--- config.mk ---
export PLATFORM = sky130hd
export DESIGN_NAME = hazard_scoreboard
export DESIGN_NICKNAME = d
export VERILOG_FILES = /design/src/rtl/hazard_pkg.sv /design/src/rtl/hazard_match.sv /design/src/rtl/hazard_scoreboard.sv
export SDC_FILE = /design/constraint.sdc
export NUM_CORES = 1
export LEC_CHECK = 0
export CAP_MARGIN = 20
export CORE_UTILIZATION = 30
export DETAILED_ROUTE_END_ITERATION = 10
export GPL_ROUTABILITY_DRIVEN = 0
export PLACE_DENSITY = 0.52
export SKIP_CTS_REPAIR_TIMING = 1
export SLEW_MARGIN = 20
export SYNTH_ARGS = -nofsm -noshare
export SYNTH_HDL_FRONTEND = slang
export SYNTH_SLANG_ARGS = --single-unit
export TNS_END_PERCENT = 20
--- constraint.sdc ---
create_clock -name clk -period 4.15 [get_ports clk]
set_clock_uncertainty 0.05 [all_clocks]
set_input_delay 1.0375 -clock clk [delete_from_list [all_inputs] [get_ports clk]]
set_output_delay 1.0375 -clock clk [all_outputs]
set_load 0.01 [all_outputs]
--- src/rtl/hazard_pkg.sv ---
// Shared types and defaults for the register-hazard scoreboard.
// The tracked destination field is sized to REG_W_MAX so one entry type serves every REG_W <= 8.
package hazard_pkg;

  localparam int unsigned REG_W_DEF = 4;
  localparam int unsigned DEPTH_DEF = 2;
  localparam int unsigned CNT_W_DEF = 16;
  localparam int unsigned REG_W_MAX = 8;
  localparam int unsigned STAGE_W   = 2;

  typedef struct packed {
    logic                 valid;
    logic [REG_W_MAX-1:0] dest;
    logic                 wb_en;
    logic                 mem_read;
  } entry_t;

endpackage

--- src/rtl/hazard_match.sv ---
// Single-entry RAW comparator: does this in-flight producer write a source of the ID instruction?
module hazard_match
  import hazard_pkg::*;
(
  input  entry_t               entry,
  input  logic [REG_W_MAX-1:0] src1,
  input  logic [REG_W_MAX-1:0] src2,
  input  logic                 two_src,
  output logic                 match
);

  always_comb begin
    match = entry.valid & entry.wb_en &
            ((entry.dest == src1) | (two_src & (entry.dest == src2)));
  end

endmodule

--- src/rtl/hazard_scoreboard.sv ---
// In-order pipeline hazard scoreboard: tracks EX..MEM writers, raises stall on RAW hazards,
// and counts stall cycles. REG_W must not exceed hazard_pkg::REG_W_MAX.
module hazard_scoreboard
  import hazard_pkg::*;
#(
  parameter int unsigned REG_W = REG_W_DEF,
  parameter int unsigned DEPTH = DEPTH_DEF,
  parameter int unsigned CNT_W = CNT_W_DEF
) (
  input  logic                  clk,
  input  logic                  rst,
  input  logic                  id_valid,
  input  logic [REG_W-1:0]      src1,
  input  logic [REG_W-1:0]      src2,
  input  logic                  two_src,
  input  logic [REG_W-1:0]      id_dest,
  input  logic                  id_wb_en,
  input  logic                  id_mem_read,
  input  logic                  fwd_en,
  input  logic                  freeze,
  input  logic                  flush,
  output logic                  hazard,
  output logic [STAGE_W-1:0]    hazard_stage,
  output logic [(2**REG_W)-1:0] busy_vec,
  output logic [CNT_W-1:0]      stall_cnt
);

  localparam int unsigned NUM_REGS = 2 ** REG_W;

  entry_t               ent_q [DEPTH];
  entry_t               id_entry;
  logic [DEPTH-1:0]     match_raw;
  logic [DEPTH-1:0]     cause;
  logic [REG_W_MAX-1:0] src1_x;
  logic [REG_W_MAX-1:0] src2_x;

  assign src1_x = REG_W_MAX'(src1);
  assign src2_x = REG_W_MAX'(src2);

  for (genvar g = 0; g < int'(DEPTH); g++) begin : g_match
    hazard_match u_match (
      .entry   (ent_q[g]),
      .src1    (src1_x),
      .src2    (src2_x),
      .two_src (two_src),
      .match   (match_raw[g])
    );
  end

  // With forwarding only a load sitting in EX can stall; otherwise any tracked writer does.
  always_comb begin
    cause        = '0;
    hazard       = 1'b0;
    hazard_stage = '0;
    for (int k = 0; k < int'(DEPTH); k++) begin
      cause[k] = match_raw[k] & id_valid &
                 (~fwd_en | ((k == 0) & ent_q[k].mem_read));
    end
    for (int k = int'(DEPTH) - 1; k >= 0; k--) begin
      if (cause[k]) begin
        hazard       = 1'b1;
        hazard_stage = STAGE_W'(k);
      end
    end
  end

  always_comb begin
    busy_vec = '0;
    for (int r = 0; r < int'(NUM_REGS); r++) begin
      for (int k = 0; k < int'(DEPTH); k++) begin
        if (ent_q[k].valid && ent_q[k].wb_en && (ent_q[k].dest == REG_W_MAX'(r))) begin
          busy_vec[r] = 1'b1;
        end
      end
    end
  end

  // Stalled or flushed ID instructions become bubbles in EX.
  always_comb begin
    id_entry = '0;
    if (id_valid && !hazard && !flush) begin
      id_entry.valid    = 1'b1;
      id_entry.dest     = REG_W_MAX'(id_dest);
      id_entry.wb_en    = id_wb_en;
      id_entry.mem_read = id_mem_read;
    end
  end

  always_ff @(posedge clk) begin
    if (rst) begin
      for (int k = 0; k < int'(DEPTH); k++) begin
        ent_q[k] <= '0;
      end
      stall_cnt <= '0;
    end else if (!freeze) begin
      ent_q[0] <= id_entry;
      for (int k = 1; k < int'(DEPTH); k++) begin
        ent_q[k] <= ent_q[k-1];
      end
      if (hazard && (stall_cnt != {CNT_W{1'b1}})) begin
        stall_cnt <= stall_cnt + CNT_W'(1);
      end
    end
  end

endmodule
# --- After elaboration in Yosys (flattened, before gate mapping) ---
# Memories as Yosys holds them, arrays and structs flattened.
# Index checks and enable logic that the tools add are counted.
word_totals:
  reg_bits: 16
  mem_bits_rw: 22
  input_bits: 21
  out_inout_bits: 35
  word_cells: 141
  memories: 1
mem_list:
  columns: ["name", "depth", "width", "read_ports", "rd_clocked_by_memory_dff", "wr", "line", "source"]
  rows:
  - ["ent_q", 2, 11, 2, 0, 2, "hazard_scoreboard.sv:30", "entry_t ent_q [DEPTH];"]
op_classes:
  n_addsub: 1
  n_eq_ne: 35
  muxes: 44
  n_bitwise: 17
  n_reduce_logical: 42
op_table:
  columns: ["op", "count"]
  rows:
  - ["$eq A8 B4 Y1 const B", 16]
  - ["$eq A8 B3 Y1 const B", 8]
  - ["$mux W1", 41]
  - ["$logic_and A1 B1 Y1", 37]
  - ["$mux W11", 3]
  - ["$eq A8 B2 Y1 const B", 4]
  - ["$eq A8 B4 Y1", 4]
  - ["$add A16 B1 Y16 const B", 1]
  - ["$eq A8 B1 Y1 const B", 2]
  - ["$logic_not A8 Y1", 2]
  - ["$ne A16 B16 Y1 const B", 1]
  - ["$and A1 B1 Y1", 10]
  - ["$or A1 B1 Y1", 5]
  - ["$logic_not A1 Y1", 2]
  - ["$not A1 Y1", 2]
  - ["$reduce_and A2 Y1", 1]

# --- Logic depth before layout (Yosys ltp) ---
# Gate-level depths: netlist of the first run.
# An unclocked memory read counts as a cell.
depth:
  word_depth: 14
  mapped_depth: 8
  depth_no_buf: 7

# --- Hierarchy ---
# Synthesis of the first run repeated with hierarchy kept, for this count alone.
hier_totals:
  hier_cells: 222
  hier_area_um2: 2047.0
modules_own_cells:
  columns: ["mod", "n_inst", "cells_each", "area_per_inst_um2"]
  rows:
  - ["hazard_scoreboard", 1, 174, 1654.1]
  - ["hazard_match", 2, 24, 196.4]

# --- Least setup slack after synthesis of the first run ---
# OpenSTA, ideal clock, no wires.
synth_timing:
  kind: "input-to-output"
  start: "input port src2[1]"
  end: "output port hazard"
  arrival_time_ns: 1.780
  t_required_ns: 3.062
  slack_ns: 1.282
  stages: 4
  cell_sequence: "xor2_1 > o41ai_1 > nand2_1 > nand2_1"
synth_via:
  elab_chain_len: 8
synth_lines:
  columns: ["element", "line", "source"]
  rows:
  - ["from (decl)", "hazard_scoreboard.sv:14", "input logic [REG_W-1:0] src2,"]
  - ["$eq A8 B4 Y1", "hazard_match.sv:14", "((entry.dest == src1) | (two_src & (entry.dest == src2)));"]
  - ["$and A1 B1 Y1", "hazard_match.sv:14", null]
  - ["$or A1 B1 Y1", "hazard_match.sv:14", null]
  - ["$and A1 B1 Y1", "hazard_match.sv:13", "match = entry.valid & entry.wb_en &"]
  - ["$and A1 B1 Y1 (2 in series)", "hazard_scoreboard.sv:56", "cause[k] = match_raw[k] & id_valid &"]
  - ["$mux W1", "hazard_scoreboard.sv:60", "if (cause[k]) begin"]
  - ["$mux W1 (*)", "hazard_scoreboard.sv:60", null]
  - ["to (decl)", "hazard_scoreboard.sv:22", "output logic hazard,"]
# Every way passes the cells marked *; elsewhere a longest branch is shown, timed or not.

# --- Final worst setup path of the first run ---
layout_timing:
  start: "input port src2[0]"
  end: "output port hazard"
# Same word-level chain as after synthesis.

==> results of run 1 <==
[flip-flops by register name, summed over array words and instances, names as in the netlist]
| name | cells |
|---|---|
| ent_q | 13 |
| stall_cnt | 16 |
[path summary, 6_finish.rpt]
path / startpoint / endpoint / slack [ns]
worst max-delay path: src2[0] / hazard / 0.18
worst min register to register: stall_cnt[15] / stall_cnt[15] / 0.45
worst min-delay path: stall_cnt[15] / stall_cnt[15] / 0.45
worst max register to register: stall_cnt[0] / stall_cnt[14] / 1.84
[Yosys cell counts, types with 2 or more instances]
master,count
a21oi_1,8
and2_1,11
and4b_1,2
buf_2,8
clkbuf_1,5
dfxtp_1,16
edfxtp_1,13
inv_1,4
mux2_2,6
nand2_1,18
nand2b_1,7
nand3_1,8
nand4_1,8
nand4b_1,3
nor2_1,14
nor2b_1,10
nor3_1,4
nor4_1,2
o21ai_0,6
o22ai_1,15
o31ai_1,4
or2_2,3
or3_1,4
or4_1,7
or4bb_1,2
xnor2_1,13
xor2_1,3
[logic make-up (layout without fill, tap and decap cells)]
logic type,Yosys count,in the layout,synth area share
simple gates,109,109,0.335
compound gates,36,36,0.119
flops,29,29,0.374
buf+inv,18,69,0.0428
xor+xnor,16,16,0.0737
mux,8,8,0.0467
fa+ha+maj,1,1,0.00658
other cells,1,1,0.00197
[worst register-to-register path: cells and delay by family, from the launching register on]
family	cells	cell delay, ns
simple gates	5	1.18
flops	1	0.35
mux	1	0.37
fa+ha+maj	1	0.24
[layout make-up]
cell class / count / area share
clock buffer: 8 / 0.0428
multi-input combinational: 171 / 0.426
tap: 75 / 0.0361
inverter: 4 / 0.00577
sequential: 29 / 0.273
timing repair buffer: 57 / 0.216
[stage by stage]
step | area, µm² | util | hold slack (ns) | total power [mW] | worst slack, ns
floorplan | 1900 | - | 0.458 | 0.367 | 1.28
global placement | 2490 | 0.413 | 0.446 | 0.402 | 0.228
detailed placement | 2490 | 0.413 | 0.439 | 0.402 | 0.218
CTS | 2600 | 0.432 | 0.452 | 0.687 | 0.213
global route | 2600 | 0.432 | 0.479 | 0.709 | 0.117
finish | 2600 | 0.432 | 0.451 | 0.676 | 0.184
[per-layer routing]
layer  vias to the layer above  GRT usage  share of wire
met1                       819      0.210           0.48
li1                        896          -              -
met3                         4     0.0333          0.053
met2                        44      0.228           0.45
met5                         -          0              0
met4                         0     0.0579          0.013
[power groups by stage]
stage / clock, mW / combinational (mW) / sequential [mW]
2_1_floorplan: 0 / 0.0483 / 0.319
3_3_place_gp: 0 / 0.0738 / 0.328
3_5_place_dp: 0 / 0.0741 / 0.328
4_1_cts: 0.291 / 0.0745 / 0.322
5_1_grt: 0.305 / 0.0811 / 0.323
6_report: 0.280 / 0.0745 / 0.321
==> metrics.cfg, run 1 <==
[critical_path]
end_kind = output pin
critPathMaxFanout = 2
worstSetupPathDepth = 6
start_kind = input port
crit_buf_inv = 2
cpPeakStageDelay_ns = 0.52
crit_required_ns = 3.06
path_cells = clkdlybuf4s50_1 -> xor2_1 -> o41ai_1 -> nand2_1 -> nand2_1 -> clkdlybuf4s50_1
crit_type = input port to output pin
reg2regPathDepth = 7
arrival_ns = 2.88
path_delay_family = buffers and inverters
critical-path-slowest-cell = clkdlybuf4s50_1

[clocking]
cts_buffers = 5
cts_tree = done
cts.sinks = 29
h-tree-depth = 2
clk_pin_slew_ns = 0.07
clockBufferDepth = 2
cts-root-buf = clkbuf_8
clock_latency_ns = 0.28

[sta]
setup_tns_ns = 0
slew_headroom = 0.607
period_share = 0.956
rsz0062_at_grt = false
tightest_slew_ns = 0.589
finalSetupViolations = 0
final_max_slew_viol_count = 0
period_minus_slack_ns = 3.97
fmax_mhz = 252
hold_viol_final = 0

[logic_synthesis]
synth_seq_cells = 29
synth.top_cell.area_share = 0.205
syn_inst = 218
yosys-top-cells-area = edfxtp_1 21%, dfxtp_1 17%, xnor2_1 6.0%
syn_area_mm2 = 0.00190
ys_seq_area_frac = 0.374
ys.flop_type = dfxtp_1
synth_fp_nets = 240
synth_warnings = 0
postSynthAreaPerCell_um2 = 8.72
synth.distinct_cells = 41
synth_area_leader_cell = edfxtp_1
synth_edf_count = 13
async_flop_share = 0

[detailed_routing]
viasPerCell = 5.13
finalWirelength_um = 4730
dr.pass1.iters = 4
first_iter_violations = 117
post-route-drc-count = 0
wl_per_cell_um = 13.8
ant_nets = 0
via_count = 1763

[floorplanning]
io_pins = 56
die_w_um = 81.6
die-area_mm2 = 0.00666
coreArea_mm2 = 0.00603
start_util = 0.315
die_y_um = 81.6
num_rows = 28

[global_routing]
grt_pass1_wl_um = 7670
grt_pass1_vias = 1569
grt_overflow = 0
track_usage = 0.151
antenna_found_initial = 0
grt_max_degree = 25

[placed_design]
placedCellCount = 336
portBuffers = 54
dp_hpwl_um = 3510

[pwr]
p_switching_mw = 0.158
power_density_mw_per_mm2 = 260
p_leak_nw = 0.844
pwr-share-comb = 0.110
swShare = 0.233
p_int_mw = 0.519
clockPowerShare = 0.414
p_seq_frac = 0.475
ir_drop_mv = 0.118

[layout]
antenna_cells = 0
drive_above_1_share = 0.0818
layout.cells.non_filler = 344
syn2layout_area_growth_pct = 36.9
final_cell_mix = 54 x clkdlybuf4s50_1, 18 x nand2_1, 16 x dfxtp_1
seqCellArea_um2 = 711
final_common_cell = clkdlybuf4s50_1
num-fill-cells = 617
multi_input_area_mm2 = 0.00111
final_nets = 290

[min_path]
hold_path_depth = 2
hold_class = flop to flop

[outcome]
status = complete, no violations

[job]
drv_cap = 0

No activity file was read; power rests on OpenSTA's default activity.
==> run 2, diff against run 1 <==
--- a/config.mk
+++ b/config.mk
@@ -6,6 +6,7 @@
 export NUM_CORES = 1
 export LEC_CHECK = 0
 export CAP_MARGIN = 20
+export CORE_MARGIN = 2
 export CORE_UTILIZATION = 30
 export DETAILED_ROUTE_END_ITERATION = 10
 export GPL_ROUTABILITY_DRIVEN = 0
==> metrics.cfg, run 2 (same netlist as run 1, synthesis figures left out) <==
[outcome]
status = complete, no violations

[detailed_routing]
dr.pass1.iters = 4  ; unchanged
wl_per_cell_um = 14.0  ; +1.7%
first_iter_violations = 79  ; -32%
via_count = 1790  ; +1.5%
viasPerCell = 5.20  ; +1.5%
finalWirelength_um = 4810  ; +1.7%
ant_nets = 0  ; unchanged
post-route-drc-count = 0  ; unchanged

[sta]
tightest_slew_ns = 0.655  ; +0.0658 ns
finalSetupViolations = 0  ; unchanged
period_share = 0.943  ; -0.0127
period_minus_slack_ns = 3.91  ; -0.0527 ns
setup_tns_ns = 0  ; unchanged
hold_viol_final = 0  ; unchanged
fmax_mhz = 256  ; +1.3%
slew_headroom = 0.564  ; -0.0439
final_max_slew_viol_count = 0  ; unchanged
rsz0062_at_grt = false

[floorplanning]
num_rows = 28  ; unchanged
io_pins = 56  ; unchanged
die-area_mm2 = 0.00699  ; +5.0%
die_w_um = 83.6  ; +2.5%
start_util = 0.315  ; unchanged
die_y_um = 83.6  ; +2.5%
coreArea_mm2 = 0.00603  ; unchanged

[global_routing]
grt_pass1_wl_um = 7640  ; -0.35%
track_usage = 0.135  ; -0.0169
antenna_found_initial = 0  ; unchanged
grt_overflow = 0  ; unchanged
grt_pass1_vias = 1624  ; +3.5%
grt_max_degree = 19  ; -24%

[placed_design]
portBuffers = 54  ; unchanged
dp_hpwl_um = 3610  ; +2.8%

[layout]
reg.largest.list = stall_cnt x16, ent_q x13
final_nets = 290  ; unchanged
final_cell_mix = 54 x clkdlybuf4s50_1, 18 x nand2_1, 16 x dfxtp_1
syn2layout_area_growth_pct = 35.8
final_common_cell = clkdlybuf4s50_1
multi_input_area_mm2 = 0.00111  ; unchanged
seqCellArea_um2 = 711  ; unchanged
num-fill-cells = 615  ; -0.32%
drive_above_1_share = 0.0781  ; -0.00372
largest_reg_flops = 16  ; unchanged
largest-register = stall_cnt
antenna_cells = 0  ; unchanged

[critical_path]
crit_type = input port to output pin
arrival_ns = 2.83  ; -0.05 ns
start_kind = input port
crit_required_ns = 3.06  ; about the same
critPathMaxFanout = 2  ; unchanged
end_kind = output pin

[clocking]
h-tree-depth = 2  ; unchanged
cts_tree = done
cts-root-buf = clkbuf_8
clock_latency_ns = 0.28  ; about the same
clk_pin_slew_ns = 0.06  ; about the same
cts_buffers = 5  ; unchanged
clockBufferDepth = 2  ; unchanged
cts.sinks = 29  ; unchanged

[job]
drv_cap = 0  ; unchanged

[pwr]
power_density_mw_per_mm2 = 246  ; -5.2%
p_int_mw = 0.482  ; -7.0%
pwr-share-comb = 0.117  ; +0.007
p_seq_frac = 0.507  ; +0.032
p_total_mw = 0.636  ; -6.0%
swShare = 0.241  ; +0.00786
p_leak_nw = 0.832  ; -1.3%
clockPowerShare = 0.376  ; -0.038
p_switching_mw = 0.153  ; -2.8%
ir_drop_mv = 0.124  ; +4.6%

[min_path]
hold_class = flop to flop

## run 2: cell types whose count changed in the layout (fill, tap and decap cells not counted)
cell,delta
clkbuf_1,+1
clkbuf_16,-1
## run 2: through the flow
| stage | hold WS (ns) | setup slack [ns] | instances | util | area [µm²] |
|---|---|---|---|---|---|
| after floorplan | 0.458 | 1.28 | 218 | - | 1900 |
| after global placement | 0.444 | 0.226 | 336 | 0.413 | 2490 |
| after detailed placement | 0.446 | 0.230 | 336 | 0.413 | 2490 |
| after CTS | 0.458 | 0.220 | 344 | 0.428 | 2580 |
| after global routing | 0.494 | 0.145 | 344 | 0.428 | 2580 |
| final | 0.458 | 0.236 | 344 | 0.428 | 2580 |
## run 2: layout make-up
| type | count | area share |
|---|---|---|
| sequential | 29 | 0.275 |
| multi-input combinational | 171 | 0.429 |
| inverter | 4 | 0.00582 |
| timing repair buffer | 57 | 0.218 |
| tap | 75 | 0.0364 |
| clock buffer | 8 | 0.0349 |
## run 2: worst max-delay path: stages
cell and delay [ns]:
clkdlybuf4s50_1 0.46, xor2_1 0.19, o41ai_1 0.46, nand2_1 0.09, nand2_1 0.07, clkdlybuf4s50_1 0.52
## run 2: final timing paths
path                                     from            end  slack [ns]  cells after the start
worst max register to register   ent_q[0][14]    ent_q[0][2]        1.59                      7
worst max-delay path                  src2[1]         hazard        0.24                      6
worst min register to register  stall_cnt[13]  stall_cnt[13]        0.46                      2
worst min-delay path            stall_cnt[13]  stall_cnt[13]        0.46                      2
## run 2: power by group through the flow
stage          Sequential [mW]  Clock [mW]  Combinational, mW
4_1_cts                  0.322       0.248             0.0747
3_3_place_gp             0.328           0             0.0739
5_1_grt                  0.323       0.262             0.0808
6_report                 0.322       0.239             0.0741
3_5_place_dp             0.328           0             0.0742
2_1_floorplan            0.319           0             0.0483
## run 2: metal layers
metal / GRT usage / part of all wire
met1: 0.183 / 0.48
met2: 0.205 / 0.46
met3: 0.0326 / 0.048
met4: 0.0528 / 0.0083
met5: 0 / 0
